$ cat src/rtl/core_pkg.sv
// rtl/core_pkg.sv - shared fetch-stage types and constants
package core_pkg;

   typedef enum logic [1:0] {
      BOOT = 2'd0,
      RUN  = 2'd1,
      TRAP = 2'd2,
      HALT = 2'd3
   } fetch_state_t;

   localparam logic [1:0]  CAUSE_NONE          = 2'd0;
   localparam logic [1:0]  CAUSE_MISALIGNED    = 2'd1;
   localparam logic [1:0]  CAUSE_RANGE         = 2'd2;

   localparam logic [31:0] NOP_WORD            = 32'h0000_0013;
   localparam logic [31:0] EBREAK_WORD_DEFAULT = 32'h0010_0073;

endpackage

$ cat src/rtl/next_pc_sel.sv
// rtl/next_pc_sel.sv - next-PC priority mux with alignment and range check
module next_pc_sel
   import core_pkg::*;
#(
   parameter int IMEM_WORDS = 1024
) (
   input  logic [31:0] pc,
   input  logic        jump,
   input  logic [31:0] jump_target,
   input  logic        branch_taken,
   input  logic [31:0] branch_target,
   output logic [31:0] next_pc,
   output logic [1:0]  fault_cause
);

   localparam logic [32:0] PC_LIMIT = 33'(IMEM_WORDS) * 33'd4;

   // 33-bit so that pc+4 wrapping past 2^32 still lands above the limit
   logic [32:0] next_wide;

   always_comb begin
      if (jump) begin
         next_wide = {1'b0, jump_target};
      end else if (branch_taken) begin
         next_wide = {1'b0, branch_target};
      end else begin
         next_wide = {1'b0, pc} + 33'd4;
      end

      next_pc = next_wide[31:0];

      if (next_wide[1:0] != 2'b00) begin
         fault_cause = CAUSE_MISALIGNED;
      end else if (next_wide >= PC_LIMIT) begin
         fault_cause = CAUSE_RANGE;
      end else begin
         fault_cause = CAUSE_NONE;
      end
   end

endmodule

$ cat src/rtl/pc_fetch_unit.sv
// rtl/pc_fetch_unit.sv - instruction fetch stage: PC register, fetch FSM, retire counter
module pc_fetch_unit
   import core_pkg::*;
#(
   parameter logic [31:0] RESET_VECTOR = 32'h0000_0000,
   parameter int          IMEM_WORDS   = 1024,
   parameter logic [31:0] EBREAK_WORD  = EBREAK_WORD_DEFAULT
) (
   input  logic        clk,
   input  logic        rst,
   input  logic        stall_i,
   input  logic        branch_taken_i,
   input  logic [31:0] branch_target_i,
   input  logic        jump_i,
   input  logic [31:0] jump_target_i,
   input  logic [31:0] imem_instr_i,
   output logic [31:0] imem_addr_o,
   output logic [31:0] pc_o,
   output logic [31:0] pc_plus4_o,
   output logic [31:0] instr_o,
   output logic        instr_valid_o,
   output logic        trap_o,
   output logic [1:0]  trap_cause_o,
   output logic        halted_o,
   output logic [31:0] instret_o
);

   fetch_state_t state, state_next;
   logic [31:0]  pc, pc_next;
   logic         trap, trap_next;
   logic [1:0]   cause, cause_next;
   logic         halted, halted_next;
   logic [31:0]  instret, instret_next;

   logic [31:0]  sel_pc;
   logic [1:0]   sel_fault;
   logic         fetch_valid;

   next_pc_sel #(
      .IMEM_WORDS (IMEM_WORDS)
   ) u_next_pc_sel (
      .pc            (pc),
      .jump          (jump_i),
      .jump_target   (jump_target_i),
      .branch_taken  (branch_taken_i),
      .branch_target (branch_target_i),
      .next_pc       (sel_pc),
      .fault_cause   (sel_fault)
   );

   assign fetch_valid = (state == RUN) && !stall_i;

   always_ff @(posedge clk) begin
      if (rst) begin
         state   <= BOOT;
         pc      <= RESET_VECTOR;
         trap    <= 1'b0;
         cause   <= CAUSE_NONE;
         halted  <= 1'b0;
         instret <= 32'd0;
      end else begin
         state   <= state_next;
         pc      <= pc_next;
         trap    <= trap_next;
         cause   <= cause_next;
         halted  <= halted_next;
         instret <= instret_next;
      end
   end

   // EBREAK outranks a fault on the same fetch; both retire and hold the PC
   always_comb begin
      state_next   = state;
      pc_next      = pc;
      trap_next    = trap;
      cause_next   = cause;
      halted_next  = halted;
      instret_next = instret;
      case (state)
         BOOT: state_next = RUN;
         RUN: begin
            if (!stall_i) begin
               instret_next = instret + 32'd1;
               if (imem_instr_i == EBREAK_WORD) begin
                  state_next  = HALT;
                  halted_next = 1'b1;
               end else if (sel_fault != CAUSE_NONE) begin
                  state_next = TRAP;
                  trap_next  = 1'b1;
                  cause_next = sel_fault;
               end else begin
                  pc_next = sel_pc;
               end
            end
         end
         default: begin
         end
      endcase
   end

   assign pc_o          = pc;
   assign pc_plus4_o    = pc + 32'd4;
   assign imem_addr_o   = {2'b00, pc[31:2]};
   assign instr_valid_o = fetch_valid;
   assign instr_o       = fetch_valid ? imem_instr_i : NOP_WORD;
   assign trap_o        = trap;
   assign trap_cause_o  = cause;
   assign halted_o      = halted;
   assign instret_o     = instret;

endmodule

$ cat config.mk
export PLATFORM = sky130hd
export DESIGN_NAME = pc_fetch_unit
export DESIGN_NICKNAME = d
export VERILOG_FILES = /design/src/rtl/core_pkg.sv /design/src/rtl/next_pc_sel.sv /design/src/rtl/pc_fetch_unit.sv
export SDC_FILE = /design/constraint.sdc
export NUM_CORES = 1
export LEC_CHECK = 0
export ABC_CLOCK_PERIOD_IN_PS = 3550
export BUFFER_PORTS_ARGS = -buffer_cell sky130_fd_sc_hd__buf_2
export CAP_MARGIN = 15
export CORE_UTILIZATION = 45
export DETAILED_ROUTE_END_ITERATION = 10
export PLACE_DENSITY = 0.82
export SKIP_CTS_REPAIR_TIMING = 1
export SYNTH_ARGS = -nofsm -noshare
export SYNTH_HDL_FRONTEND = slang
export SYNTH_SLANG_ARGS = --single-unit
$ cat constraint.sdc
create_clock -name clk -period 3.55 [get_ports clk]
set_input_delay 0.5325 -clock clk [delete_from_list [all_inputs] [get_ports clk]]
set_output_delay 0.5325 -clock clk [all_outputs]
set_load 0.05 [all_outputs]
==> metrics.md <==
| Metric | Value |
|---|---|
| Status | finished, final reports clean |
| R2r setup slk | 380 ps |
| Setup violators final | 0 |
| Top cells by count, synth | dfxtp_1 (70), nor2_1 (59), and2_1 (53) |
| Final core utilization | 0.6194 |
| Post-Route WL | between 15000 and 20000 um |
| Pwr/cell area | ~300 mW/mm2 |
| IO buf count | about 260 |
| Final antenna-violating net count | 0 |
| Max-Cap Viols | 0 |
| Total chip power | about 1800 uW |
| Startpoint type of the worst setup path | flop |
| DRC errors left | 0 |
| FMAX | between 300 and 400 MHz |
| Min cycle time layout | around 3300 ps |
| Worst R2R Start | pc_o[6] |
| Drt first pass iters | 5 |
| YS warnings | 0 |
| TritonCTS clock tree | yes |
| Largest net degree at the start of global routing | 49 |
| Setup crit end kind | primary output |
| Gate Count Post-Synth | about 600 |
| Via density per instance | 5.405 |
| Worst Hold Endpoint | trap_cause_o[0] |
| Width of the die | 102.7 um |
| Min-delay src | trap_cause_o[0] |
| Synth Flop Type | dfxtp_1 |
| RSZ-0062 raised after global routing | false |
| Fraction of layout cells with a size suffix above 1 | 0.3823 |
| #FFs+latches synth | 70 |
| Largest cells by area after synthesis | dfxtp_1 (31%), and2_1 (7.3%), xor2_1 (5.8%) |
| Nets@finish | a little over 900 |
| # IOs | ~270 |
| Post-synth EDFFs | 0 |
| Leakage | approximately 0.003 uW |
| Footprint of the multi-input gates | 0.002739 mm2 |
| Fraction of registers with async set/reset | 0 |
| Worst slew pin tran | 888.0 ps |
| Longest Clk Path Bufs | 2 |
| Crit path max fanout | 14 |
| Terminus of the critical flop-to-flop path | pc_o[3] |
| Final setup margin | 280.0 ps |
| CTS sink cnt | 70 |
| CTS clk-pin slew, worst paths | approximately 80 ps |
| First-pass GRT wire length | around 23000 um |
| CP max stage cell | or4_1 |
| Reg area | roughly 0.0014 mm2 |
| Slew Limit Fails | 0 |
| Setup_tns | 0 ps |
| Iteration-0 DRC Markers | around 230 |
| Initial antenna violation count | 1 |
| Final hold violation count | 0 |
| Die Ht | a little over 100 um |
| Most numerous cell in the Yosys netlist | dfxtp_1 |
| Worst reg2reg path depth | 8 |
| Starting Density | 0.4648 |
| Worst Hold Depth | 2 |
| Worst path max stage delay | around 600 ps |
| Max_slew headroom | 0.4080 |
| Die ar. | roughly 0.011 mm2 |
| Clk root buf | clkbuf_8 |
| Routed via count | 5173 |
| Post-synth top area share | 0.3070 |
| CTS H-tree lvls | 3 |
| Cell taking the most area after synthesis | dfxtp_1 |
| Number of fillers in the final layout | between 900 and 1000 |
| Row count | 36 |
| Setup CP Type | reg -> out |
| Core Area | between 0.009 and 0.01 mm2 |
| GRT Total Usage | 0.2791 |
| Hpwl dp | about 12000 um |
| HP Class | reg -> reg |
| Register area share after synthesis | 0.3070 |
| CP Cell Sequence | ha_1 > nand3_1 > or2_4 > or4_1 > xnor2_1 > buf_2 |
| Avg Cell Area, Syn | between 7 and 8 um2 |
| Max rail drop VDD | around 260 uV |
| Vias in the first global route | ~4600 |
| Worst slack, placed | 291.8 ps |
| WHS | around 460 ps |
| Cts bufs inserted | 9 |
| Netlist cell types | 56 |
| Ant. Diodes | 0 |
| DR WL/cell | 15.75 um |
| Fin crit share | 0.9211 |
| Final GP Congestion | 0.9227 |
| Clock Latency Late Sink | 360 ps |
| Setup Skew | 14.93 ps |
| WP data arrival | between 2000 and 3000 ps |
| Layout Area Growth over Synthesis | 33.25% |
| Mapped Area | roughly 0.0046 mm2 |
| Critical path required time | 3020 ps |
| Overflow after GRT | 0 |
state kept, by name, summed over array words and instances (netlist names):
name / count
instret_o: 32
pc_o: 32
state: 2
trap_cause_o: 2
halted_o: 1
trap_o: 1
worst max path at each step:
stage                     startpoint              to  slack (ps)  depth (start not counted)
after detailed placement     pc_o[2]         pc_o[3]         290                          9
after global routing         pc_o[2]  pc_plus4_o[26]         100                          6
after CTS                    pc_o[2]  pc_plus4_o[26]         140                          6
final                        pc_o[2]  pc_plus4_o[26]         280                          6
after global placement       pc_o[2]         pc_o[2]         420                          9
after floorplan              pc_o[2]  pc_plus4_o[20]          50                          5
layer usage:
| metal | part of all wire | track usage | wire, um | up-vias |
|---|---|---|---|---|
| li1 | - | - | - | 2505 |
| met1 | 0.42 | 0.3540 | 6258 | 2402 |
| met2 | 0.48 | 0.4703 | 7275 | 242 |
| met3 | 0.088 | 0.07186 | 1329 | 22 |
| met4 | 0.014 | 0.07253 | 204 | 2 |
| met5 | 0.00066 | 0 | 10 | - |
final cells by class:
| class | count | share of cell area |
|---|---|---|
| clock buffers | 9 | 0.02037 |
| clock inverters | 7 | 0.01687 |
| inverters | 18 | 0.01111 |
| multi-input cells | 435 | 0.4503 |
| flip-flops and latches | 70 | 0.2304 |
| well taps | 133 | 0.02736 |
| repair buffers | 285 | 0.2436 |
layout by cell type, fill, tap and decap left out, types with 9 or more instances in the layout:
| master | instances |
|---|---|
| nand4_1 | 23 |
| inv_1 | 17 |
| xnor2_1 | 23 |
| and2_1 | 53 |
| o21ai_0 | 12 |
| and3_1 | 10 |
| mux2i_1 | 11 |
| a21oi_1 | 15 |
| buf_2 | 263 |
| nor3_1 | 21 |
| clkbuf_8 | 9 |
| nand2_1 | 37 |
| buf_4 | 22 |
| nor4_1 | 20 |
| nor2_1 | 59 |
| nand3_1 | 22 |
| dfxtp_1 | 70 |
| xor2_1 | 30 |
through the flow:
step	area, um2	std cells
final	6082	957
after global routing	6082	957
after CTS	6080	957
after detailed placement	5853	941
after global placement	5853	941
after floorplan	4568	585
worst max-delay path, delay by kind of cell, from the launching register on:
family / cells / cell delay (ps)
xor+xnor: 1 / 180
fa+ha+maj: 1 / 230
buf+inv: 1 / 290
flops: 1 / 450
simple gates: 3 / 1250
logic make-up after synthesis:
logic type	after synthesis	share of synthesized area
xor+xnor	53	0.1017
simple gates	286	0.3372
flops	70	0.3070
fa+ha+maj	2	0.005482
buf+inv	80	0.09539
mux	13	0.02906
other cells	1	0.0008216
compound gates	79	0.1234
power by group:
group / switching, uW / internal [uW] / total [uW]
combinational: 194 / 103 / 296
sequential: 4.79 / 791 / 796
clock: 335 / 404 / 739
Power figures use the tool's default switching activity.
